[config.mk]
export PLATFORM = sky130hd
export DESIGN_NAME = jtag_tap_gen2_flat
export DESIGN_NICKNAME = d
export VERILOG_FILES = /design/src/rtl/jtag_tap_gen2_if.sv /design/src/rtl/jtag_tap_gen2.sv /design/src/flat_wrapper.sv
export SDC_FILE = /design/constraint.sdc
export NUM_CORES = 1
export LEC_CHECK = 0
export ABC_CLOCK_PERIOD_IN_PS = 4400
export CORE_ASPECT_RATIO = 1.25
export CORE_MARGIN = 2
export CORE_UTILIZATION = 55
export CTS_BUF_LIST = sky130_fd_sc_hd__clkbuf_4
export CTS_CLUSTER_SIZE = 16
export DETAILED_ROUTE_END_ITERATION = 10
export HOLD_SLACK_MARGIN = 0.02
export PLACE_DENSITY = 0.76
export SLEW_MARGIN = 20
export SYNTH_ARGS = -nofsm -noshare
export SYNTH_HDL_FRONTEND = slang
export SYNTH_SLANG_ARGS = --single-unit
[constraint.sdc]
create_clock -name tck -period 4.4 [get_ports tck]
set_input_delay 0.88 -clock tck [delete_from_list [all_inputs] [get_ports tck]]
set_output_delay 0.88 -clock tck [all_outputs]
set_load 0.02 [all_outputs]
[src/rtl/jtag_tap_gen2_if.sv]
// Serial JTAG pins of the TAP: the tester (master) drives tms/tdi, the TAP (slave) returns tdo/tdo_oe.
// tdo/tdo_oe change only on the falling edge of tck, so the tester samples them just before the next rising edge.
interface jtag_tap_gen2_if;
  logic tms;
  logic tdi;
  logic tdo;
  logic tdo_oe;

  modport master (output tms, output tdi, input tdo, input tdo_oe);
  modport slave  (input tms, input tdi, output tdo, output tdo_oe);
endinterface

[src/rtl/jtag_tap_gen2.sv]
// IEEE 1149.1 TAP controller with IR, BYPASS, IDCODE, boundary-scan and a user data register.
// Capture and shift happen on rising tck; update registers and tdo change on falling tck.
module jtag_tap_gen2 #(
  parameter int unsigned IR_LEN   = 5,
  parameter int unsigned N_IN     = 4,
  parameter int unsigned N_OUT    = 4,
  parameter int unsigned USER_LEN = 8,
  parameter logic [31:0] IDCODE   = 32'h1001_C0DF
) (
  input  logic                tck,
  input  logic                trst_n,
  jtag_tap_gen2_if.slave      jtag,
  input  logic [N_IN-1:0]     pin_in,
  output logic [N_IN-1:0]     core_in,
  input  logic [N_OUT-1:0]    core_out,
  output logic [N_OUT-1:0]    pin_out,
  input  logic [USER_LEN-1:0] user_rdata,
  output logic [USER_LEN-1:0] user_wdata,
  output logic                user_wvalid,
  output logic [3:0]          tap_state
);
  localparam int unsigned BSR_LEN = N_IN + N_OUT;
  localparam logic [IR_LEN-1:0] IR_IDCODE = IR_LEN'(1);

  typedef enum logic [3:0] {
    TLR = 4'd0, RTI = 4'd1, SEL_DR = 4'd2, CAP_DR = 4'd3, SH_DR = 4'd4, EX1_DR = 4'd5,
    PAU_DR = 4'd6, EX2_DR = 4'd7, UPD_DR = 4'd8, SEL_IR = 4'd9, CAP_IR = 4'd10,
    SH_IR = 4'd11, EX1_IR = 4'd12, PAU_IR = 4'd13, EX2_IR = 4'd14, UPD_IR = 4'd15
  } state_e;

  state_e state_q, state_d;
  logic in_tlr, cap_dr, sh_dr, upd_dr, cap_ir, sh_ir, upd_ir;
  logic sel_bypass, sel_idcode, sel_bsr, sel_user, is_extest, is_intest;
  logic [IR_LEN-1:0]   ir_sr_q, ir_q;
  logic                bypass_q;
  logic [31:0]         idcode_sr_q;
  logic [BSR_LEN-1:0]  bsr_sr_q, bsr_upd_q;
  logic [USER_LEN-1:0] user_sr_q, user_wdata_q;
  logic                user_wvalid_q, tdo_q, tdo_oe_q, tdo_bit;
  logic [USER_LEN:0]   user_shift;

  always_ff @(posedge tck or negedge trst_n) begin
    if (!trst_n) state_q <= TLR;
    else         state_q <= state_d;
  end

  always_comb begin
    state_d = state_q;
    unique case (state_q)
      TLR:    state_d = jtag.tms ? TLR    : RTI;
      RTI:    state_d = jtag.tms ? SEL_DR : RTI;
      SEL_DR: state_d = jtag.tms ? SEL_IR : CAP_DR;
      CAP_DR: state_d = jtag.tms ? EX1_DR : SH_DR;
      SH_DR:  state_d = jtag.tms ? EX1_DR : SH_DR;
      EX1_DR: state_d = jtag.tms ? UPD_DR : PAU_DR;
      PAU_DR: state_d = jtag.tms ? EX2_DR : PAU_DR;
      EX2_DR: state_d = jtag.tms ? UPD_DR : SH_DR;
      UPD_DR: state_d = jtag.tms ? SEL_DR : RTI;
      SEL_IR: state_d = jtag.tms ? TLR    : CAP_IR;
      CAP_IR: state_d = jtag.tms ? EX1_IR : SH_IR;
      SH_IR:  state_d = jtag.tms ? EX1_IR : SH_IR;
      EX1_IR: state_d = jtag.tms ? UPD_IR : PAU_IR;
      PAU_IR: state_d = jtag.tms ? EX2_IR : PAU_IR;
      EX2_IR: state_d = jtag.tms ? UPD_IR : SH_IR;
      UPD_IR: state_d = jtag.tms ? SEL_DR : RTI;
      default: state_d = TLR;
    endcase
  end

  always_comb begin
    in_tlr = (state_q == TLR);
    cap_dr = (state_q == CAP_DR);
    sh_dr  = (state_q == SH_DR);
    upd_dr = (state_q == UPD_DR);
    cap_ir = (state_q == CAP_IR);
    sh_ir  = (state_q == SH_IR);
    upd_ir = (state_q == UPD_IR);
  end

  // Unassigned instruction codes fall back to BYPASS; all-ones wins even when it aliases a code.
  always_comb begin
    sel_bypass = 1'b0;
    sel_idcode = 1'b0;
    sel_bsr    = 1'b0;
    sel_user   = 1'b0;
    is_extest  = 1'b0;
    is_intest  = 1'b0;
    if (&ir_q)                    sel_bypass = 1'b1;
    else if (ir_q == IR_LEN'(0)) begin sel_bsr = 1'b1; is_extest = 1'b1; end
    else if (ir_q == IR_LEN'(1))  sel_idcode = 1'b1;
    else if (ir_q == IR_LEN'(2))  sel_bsr    = 1'b1;
    else if (ir_q == IR_LEN'(3)) begin sel_bsr = 1'b1; is_intest = 1'b1; end
    else if (ir_q == IR_LEN'(4))  sel_user   = 1'b1;
    else                          sel_bypass = 1'b1;
  end

  assign user_shift = {jtag.tdi, user_sr_q};

  always_ff @(posedge tck or negedge trst_n) begin
    if (!trst_n) begin
      ir_sr_q     <= '0;
      bypass_q    <= 1'b0;
      idcode_sr_q <= '0;
      bsr_sr_q    <= '0;
      user_sr_q   <= '0;
    end else begin
      if (cap_ir)     ir_sr_q <= IR_LEN'(1);
      else if (sh_ir) ir_sr_q <= {jtag.tdi, ir_sr_q[IR_LEN-1:1]};
      if (sel_bypass) begin
        if (cap_dr)     bypass_q <= 1'b0;
        else if (sh_dr) bypass_q <= jtag.tdi;
      end
      if (sel_idcode) begin
        if (cap_dr)     idcode_sr_q <= IDCODE | 32'd1;
        else if (sh_dr) idcode_sr_q <= {jtag.tdi, idcode_sr_q[31:1]};
      end
      if (sel_bsr) begin
        if (cap_dr)     bsr_sr_q <= {core_out, pin_in};
        else if (sh_dr) bsr_sr_q <= {jtag.tdi, bsr_sr_q[BSR_LEN-1:1]};
      end
      if (sel_user) begin
        if (cap_dr)     user_sr_q <= user_rdata;
        else if (sh_dr) user_sr_q <= user_shift[USER_LEN:1];
      end
    end
  end

  always_comb begin
    tdo_bit = user_sr_q[0];
    if (sh_ir)           tdo_bit = ir_sr_q[0];
    else if (sel_bypass) tdo_bit = bypass_q;
    else if (sel_idcode) tdo_bit = idcode_sr_q[0];
    else if (sel_bsr)    tdo_bit = bsr_sr_q[0];
  end

  always_ff @(negedge tck or negedge trst_n) begin
    if (!trst_n) begin
      ir_q          <= IR_IDCODE;
      bsr_upd_q     <= '0;
      user_wdata_q  <= '0;
      user_wvalid_q <= 1'b0;
      tdo_q         <= 1'b0;
      tdo_oe_q      <= 1'b0;
    end else begin
      if (in_tlr)      ir_q <= IR_IDCODE;
      else if (upd_ir) ir_q <= ir_sr_q;
      if (upd_dr && sel_bsr) bsr_upd_q <= bsr_sr_q;
      user_wvalid_q <= upd_dr && sel_user;
      if (upd_dr && sel_user) user_wdata_q <= user_sr_q;
      tdo_oe_q <= sh_ir || sh_dr;
      if (sh_ir || sh_dr) tdo_q <= tdo_bit;
    end
  end

  assign jtag.tdo    = tdo_q;
  assign jtag.tdo_oe = tdo_oe_q;
  assign pin_out     = is_extest ? bsr_upd_q[BSR_LEN-1:N_IN] : core_out;
  assign core_in     = is_intest ? bsr_upd_q[N_IN-1:0] : pin_in;
  assign user_wdata  = user_wdata_q;
  assign user_wvalid = user_wvalid_q;
  assign tap_state   = state_q;
endmodule

[src/flat_wrapper.sv]
// flat-port wrapper written by rule: the top's interface ports become plain ports
module jtag_tap_gen2_flat 
#(
  parameter int unsigned IR_LEN   = 5,
  parameter int unsigned N_IN     = 4,
  parameter int unsigned N_OUT    = 4,
  parameter int unsigned USER_LEN = 8,
  parameter logic [31:0] IDCODE   = 32'h1001_C0DF
)
  (tck, trst_n, pin_in, core_in, core_out, pin_out, user_rdata, user_wdata, user_wvalid, tap_state, jtag_tms, jtag_tdi, jtag_tdo, jtag_tdo_oe);
  jtag_tap_gen2_if jtag_i ();
  input  logic tck;
  input  logic trst_n;
  input  logic [N_IN-1:0] pin_in;
  output logic [N_IN-1:0] core_in;
  input  logic [N_OUT-1:0] core_out;
  output logic [N_OUT-1:0] pin_out;
  input  logic [USER_LEN-1:0] user_rdata;
  output logic [USER_LEN-1:0] user_wdata;
  output logic user_wvalid;
  output logic [3:0] tap_state;
  input wire logic [$bits(jtag_i.tms)-1:0] jtag_tms;
  input wire logic [$bits(jtag_i.tdi)-1:0] jtag_tdi;
  output wire logic [$bits(jtag_i.tdo)-1:0] jtag_tdo;
  output wire logic [$bits(jtag_i.tdo_oe)-1:0] jtag_tdo_oe;
  assign jtag_i.tms = jtag_tms;
  assign jtag_i.tdi = jtag_tdi;
  assign jtag_tdo = jtag_i.tdo;
  assign jtag_tdo_oe = jtag_i.tdo_oe;
  jtag_tap_gen2 #(.IR_LEN(IR_LEN), .N_IN(N_IN), .N_OUT(N_OUT), .USER_LEN(USER_LEN), .IDCODE(IDCODE)) u_core (.tck(tck), .trst_n(trst_n), .jtag(jtag_i), .pin_in(pin_in), .core_in(core_in), .core_out(core_out), .pin_out(pin_out), .user_rdata(user_rdata), .user_wdata(user_wdata), .user_wvalid(user_wvalid), .tap_state(tap_state));
endmodule
* After elaboration in Yosys (flattened, before gate mapping) *
Cells that the tools add are included.

operators by class
  shift-type cells = 0
  $lt $le $gt $ge = 0
  divide/modulo/power cells = 0
  equality and inequality tests = 19
  reductions and logical operators = 16
  bitwise operators = 0
  $mul = 0
  multiplexer cells = 57
  add/subtract/negate cells = 0

operators by type and width
  cell                                                                   count
  32-bit 2-to-1 mux                                                      2
  4-bit case mux with 12 select lines                                    1
  1-bit 2-to-1 mux                                                       35
  4-bit equality test, second input constant                             8
  8-bit 2-to-1 mux                                                       4
  4-bit 2-to-1 mux                                                       6
  5-bit 2-to-1 mux                                                       4
  4-bit by 3-bit equality test with 1-bit output, second input constant  4
  5-bit by 2-bit equality test with 1-bit output, second input constant  2
  4-bit by 2-bit equality test with 1-bit output, second input constant  2
  2-bit AND reduction                                                    4
  2-bit 2-to-1 mux                                                       3
  3-bit 2-to-1 mux                                                       2
  2-bit nonzero test                                                     3
  5-bit by 1-bit equality test with 1-bit output, second input constant  1
  5-bit by 3-bit equality test with 1-bit output, second input constant  1
  5-bit zero test                                                        1
  5-bit AND reduction                                                    1
  4-bit by 1-bit equality test with 1-bit output, second input constant  1
  4-bit zero test                                                        1
  2-bit OR reduction                                                     2
  3-bit OR reduction                                                     1
  1-bit logical AND                                                      2
  1-bit logical OR                                                       1

storage, ports and cells
  register bits after elaboration = 82
  output and inout port bits = 23
  logic and storage cells = 104
  input bits = 20
  bits in latches = 0
  RAM bits = 0
  memories kept = 0
  ROM bits = 0

* Longest topological paths before layout *
Gate-level depths: netlist of run 1.

  depth after elaboration = 10
  depth in mapped cells = 7
  gate-level depth less buffers = 4

==> out/metrics.cfg, run 1 <==
[run_status]
status = finished with violations
failed_checks = setup timing

[die]
initial_core_util = 0.565
die_w_um = 79.5
core_um2 = 6930
die_area_um2 = 7810
io_pins = 43
fp.dieH_um = 98.3
rows = 34

[worst_setup_path]
start_kind = flop
critPathBufInv = 1
end_kind = output port
critical_path_arrival_ps = 4150
crit_path_cell_trace = or4_4 -> nor2_4 -> mux2_4 -> buf_6
max_stage_delay_ps = 550
crit_family = simple AND/OR/NAND/NOR gates
crit_type = flop to output port
crit_fanout = 4
critPathSlowestCell = or4_4
required_ps = 3520

[clock_tree]
htree_levels = 3
cts_buffer_depth = 2
clock-root-buffer = clkbuf_4
cts_buffers = 9
clk_latency_ps = 440
cts_tree = yes
clk_pin_slew_ps = 140
cts.sinks = 82

[placed_design]
port_buffers = 42
hpwl_um = 5090
place_inst = 514
gp_congestion = 0.850

[timing]
fin_worst_skew_ps = 58.1
rsz0062_at_grt = true
finalHoldViolCount = 0
slew_viol_final = 0
setup_slack_ps = -626
slew_headroom = 0.623
setup_viol = 8
tightest_slew_ps = 565
tns_ps = -4580

[synth]
synth_fp_nets = 410
synthCells = 390
ys_types = 48
synth-seq-area-share = 0.524
yosysWarnings = 0
ys_ff_latch = 82
synth-async-reset-ratio = 1.00
synth_edf_count = 0
synth.avg_cell_area_um2 = 10.0
synth_ff_type = dfrtp_1
synth_area_um2 = 3920

[worst_hold_path]
hold_path_class = input port to async pin

[power_and_ir_drop]
power.density_nw_per_um2 = 622
p_leak_nw = 2.19
vdd_drop_max_v = 0.000376

[route]
drt_pass1_iterations = 4
drc_errors = 0
drtIter0Drc = 151
vias = 2933
wire_per_inst_um = 14.3
wirelength_um = 7560
ant_nets = 0
drt-vias-per-instance = 5.53

[global_route]
antenna_found_initial = 0
grt_overflow = 0
grt_pass1_wl_um = 13500
first_global_vias = 2985
groute.usage.overall = 0.219
grt_max_degree = 65

[final_layout]
fin_nets = 455
syn2layout_area_growth_pct = 17.8
n_antenna_cell = 0
layout-drive-gt1-share = 0.236
stdcell_count = 530
fill_cells = 558

[flow_run]
maxCapViolations = 0

-- synth_stat cells, types with 3 or more instances --
cell	n	area (µm²)
nand2_1	90	338
dfrtp_1	58	1450
nor2_1	30	113
o21ai_2	27	236
mux2_2	24	270
dfrtn_1	23	576
o21ai_0	22	110
clkbuf_1	14	52.6
a21oi_1	8	40.0
buf_6	8	90.1
a31oi_1	7	43.8
inv_1	7	26.3
mux2i_1	7	70.1
o22ai_1	6	37.5
o21ai_1	5	25.0
nor3_1	4	20.0
buf_2	3	15.0
nand2b_1	3	18.8
nand3b_1	3	22.5
o21a_1	3	22.5
or3_1	3	18.8
-- layer usage --
metal	wire length, µm	global-route usage	vias to the layer above
met5	0	0	-
met3	214	0.0388	6
met2	3890	0.365	44
met1	3400	0.285	1434
li1	-	-	1449
met4	52	0.0822	0
-- where the power goes --
part           leakage, nW  switching, mW  internal, mW
sequential            1.03          0.142         0.994
clock               0.0826          0.277         0.179
combinational         1.08          0.750         0.527
total                 2.19           1.17          1.70
-- area by class of cell --
class	instances	area, µm²	share of cell area
Clock buffer	9	67.6	0.0146
Timing Repair Buffer	60	546	0.118
Multi-Input combinational cell	275	1730	0.376
Clock inverter	8	78.8	0.0171
Tap cell	90	113	0.0244
Sequential cell	82	2050	0.445
Inverter	6	22.5	0.00488
-- per-stage QoR --
stage | worst slack [ps] | hold WS [ps] | power [mW] | area (µm²) | util
detailed placement | -649 | 453 | 2.44 | 4480 | 0.646
global placement | -626 | 449 | 2.39 | 4480 | 0.646
floorplan | -160 | 440 | 2.13 | 3960 | -
global route | -711 | 443 | 3.11 | 4610 | 0.665
CTS | -663 | 421 | 2.90 | 4610 | 0.665
finish | -626 | 425 | 2.87 | 4610 | 0.665
-- flip-flops by register name, summed over array words and instances, names as in the netlist --
name                flops
u_core.idcode_sr_q     32
u_core.bsr_sr_q         8
u_core.bsr_upd_q        8
u_core.user_sr_q        8
u_core.user_wdata       8
u_core.ir_q             5
u_core.ir_sr_q          5
u_core.tap_state        4
u_core.bypass_q         1
u_core.jtag.tdo         1
u_core.jtag.tdo_oe      1
u_core.user_wvalid      1
-- layout by cell type, fill, tap and decap left out, drive strengths merged, types with 3 or more instances in the layout --
cell type      Yosys  routed
nand2             90      90
clkbuf            14       9
dlygate4sd2        0      11
nor2              30      30
a31oi              9       9
dfrtp             58      58
nand3b             3       3
buf               12      27
o22ai              6       6
o21ai             54      54
mux2i              7       7
or3                3       3
a21oi              8       8
mux2              24      24
clkdlybuf4s50      0      22
o21a               3       3
dfrtn             23      23
inv                7      10
nor3               4       4
nand2b             3       3
-- final timing paths --
kind,start,endpoint,slack [ps],depth (start not counted)
min in group tck,u_core.user_wdata[4]$_DFFE_NN0P_,u_core.user_wdata[4]$_DFFE_NN0P_,450,1
setup / recovery,u_core.ir_q[3]$_DFFE_NN0P_,pin_out[2],-630,4
setup reg to reg,u_core.tap_state[2]$_DFF_PN0_,u_core.user_wdata[0]$_DFFE_NN0P_,220,4
max in group asynchronous,trst_n,u_core.ir_q[0]$_DFFE_NN1P_,1380,1
hold / removal,trst_n,u_core.ir_sr_q[4]$_DFFE_PN0N_,430,1
hold reg to reg,u_core.user_wdata[4]$_DFFE_NN0P_,u_core.user_wdata[4]$_DFFE_NN0P_,450,1
-- what timing repair did --
| item | CTS | global route |
|---|---|---|
| hold buffers | 0 | 0 |
| pin swaps | 3 | 0 |
| setup buffers | 0 | 0 |
| hold endpoints to repair | 0 | 0 |
| gates resized for setup | 55 | 1 |
| setup endpoints to repair | 19 | 8 |
-- logic make-up (layout without fill, tap and decap cells) --
logic type             Yosys count  in the layout  synth area share
DFF                             82             82             0.524
buffers and inverters           33             83            0.0479
AOI/OAI and AO/OA               95             95             0.176
and+or+nand+nor                149            149             0.164
muxes                           31             31            0.0869
-- worst register-to-register path, stage by stage, from the launching register on --
cell and delay, ps:
dfrtp_1 400, nand2b_1 190, nor3_1 320, nand3_1 460
mux2_2 420
Power figures use the tool's default switching activity.
==> inputs of run 2 (changes only) <==
- CORE_MARGIN: 2 -> 8
==> out/metrics.cfg, run 2 (synthesis results as in run 1) <==
[run_status]
status = finished with violations
failed_checks = setup timing

[clock_tree]
ctsHoldBuffers = 0
cts_buffers = 9
clk_pin_slew_ps = 120
clk_latency_ps = 440
htree_levels = 3
cts_buffer_depth = 2
clock-root-buffer = clkbuf_4
cts.sinks = 82
cts_tree = yes

[power_and_ir_drop]
power.density_nw_per_um2 = 627
p_leak_nw = 2.23
vdd_drop_max_v = 0.000339

[final_layout]
fin_util = 0.676
largest_reg_flops = 32
syn2layout_area_growth_pct = 19.7
fin_nets = 459
fill_cells = 524
multi_input_area_um2 = 1730
layout-drive-gt1-share = 0.241
largest_register = u_core.idcode_sr_q
final_cell_mix = nand2_1, dfrtp_1, nor2_1
n_antenna_cell = 0
fin_area_um2 = 4690
final_common_cell = nand2_1
regArea_um2 = 2050

[placed_design]
placed_area_um2 = 4480
port_buffers = 42
gp_congestion = 0.829
hpwl_um = 5360

[route]
drtIter0Drc = 103
drt_pass1_iterations = 6
wire_per_inst_um = 14.9
ant_nets = 0
vias = 2933
drt-vias-per-instance = 5.49
drc_errors = 0
wirelength_um = 7940

[worst_setup_path]
critical_path_arrival_ps = 4170
rrSetupSlack_ps = 280
cp.depth = 4
required_ps = 3520
critPathBufInv = 1
crit_path_cell_trace = or4_4 -> nor2_4 -> mux2_4 -> buf_6
r2r_cells = 8
end_kind = output port
crit_end = pin_out[3]
critPathLaunch = u_core.ir_q[3]$_DFFE_NN0P_
reg2reg_to = u_core.bsr_sr_q[5]$_DFFE_PN0P_
start_kind = flop
critPathSlowestCell = or4_4
crit_family = simple AND/OR/NAND/NOR gates
rr_startpoint = u_core.ir_q[3]$_DFFE_NN0P_
crit_fanout = 4
crit_type = flop to output port
max_stage_delay_ps = 560

[flow_run]
maxCapViolations = 0

[timing]
rsz0062_at_grt = true
tns_ps = -4800
slew_viol_final = 0
slew_headroom = 0.633
finalHoldViolCount = 0
setup_slack_ps = -650
setup_viol = 8
tightest_slew_ps = 551
fin_worst_skew_ps = 66.2

[global_route]
antenna_found_initial = 0
grt_overflow = 0
grt_max_degree = 65
first_global_vias = 2887
groute.usage.overall = 0.168
grt_pass1_wl_um = 13700

[die]
die_w_um = 91.5
rows = 34
fp.dieH_um = 110
initial_core_util = 0.565
core_um2 = 6930
die_area_um2 = 10100
io_pins = 43

[worst_hold_path]
hold_path_class = input port to async pin

-- run 2: final cells by class --
type | count | area share
clock inverters | 7 | 0.0184
inverters | 6 | 0.00481
flip-flops and latches | 82 | 0.438
clock buffers | 10 | 0.0160
well taps | 90 | 0.0240
multi-input cells | 275 | 0.370
repair buffers | 64 | 0.129
-- run 2: metrics by stage --
| stage | instances | hold WS, ps | power, mW | worst slack [ps] |
|---|---|---|---|---|
| 5_1_grt | 534 | 442 | 3.16 | -703 |
| 2_1_floorplan | 390 | 440 | 2.13 | -160 |
| 3_5_place_dp | 514 | 457 | 2.44 | -656 |
| 4_1_cts | 534 | 427 | 2.96 | -654 |
| 3_3_place_gp | 514 | 448 | 2.39 | -631 |
| 6_report | 534 | 427 | 2.94 | -650 |
-- run 2: routing by layer --
metal  vias to the layer above  wire, µm  global-route usage  part of all wire
li1                       1450         -                   -                 -
met1                      1405      3330               0.200              0.42
met2                        61      4080               0.288              0.51
met3                        17       331              0.0318             0.042
met4                         0       189              0.0844             0.024
met5                         -         0                   0                 0
-- run 2: worst register-to-register path, delay by kind of cell (launching register included) --
kind                   cells  cell delay [ps]
AOI/OAI and AO/OA          2              420
DFF                        1              370
buffers and inverters      4              650
and+or+nand+nor            2              450
-- run 2: what timing repair did --
item | 4_1_cts | 5_1_grt
setup endpoints to repair | 19 | 8
pin swaps | 4 | 2
resized for setup | 64 | 0
setup buffers | 4 | 0
hold endpoints to repair | 0 | 0
-- run 2: how the worst min path moves through the flow --
stage	startpoint	endpoint	slack, ps	cells after the start
floorplan	u_core.bsr_upd_q[0]$_DFFE_NN0P_	u_core.bsr_upd_q[0]$_DFFE_NN0P_	440	1
global placement	u_core.bsr_upd_q[2]$_DFFE_NN0P_	u_core.bsr_upd_q[2]$_DFFE_NN0P_	450	1
detailed placement	u_core.user_wdata[3]$_DFFE_NN0P_	u_core.user_wdata[3]$_DFFE_NN0P_	460	1
CTS	trst_n	u_core.user_sr_q[4]$_DFFE_PN0P_	430	1
global route	trst_n	u_core.user_sr_q[3]$_DFFE_PN0P_	440	1
finish	trst_n	u_core.user_sr_q[4]$_DFFE_PN0P_	430	1
-- run 2: power by group --
| group | total, mW | internal [mW] | switching, mW | leakage (nW) |
|---|---|---|---|---|
| Combinational | 1.31 | 0.547 | 0.764 | 1.11 |
| Clock | 0.487 | 0.236 | 0.252 | 0.0931 |
| Sequential | 1.14 | 0.994 | 0.143 | 1.03 |
| Total | 2.94 | 1.78 | 1.16 | 2.23 |
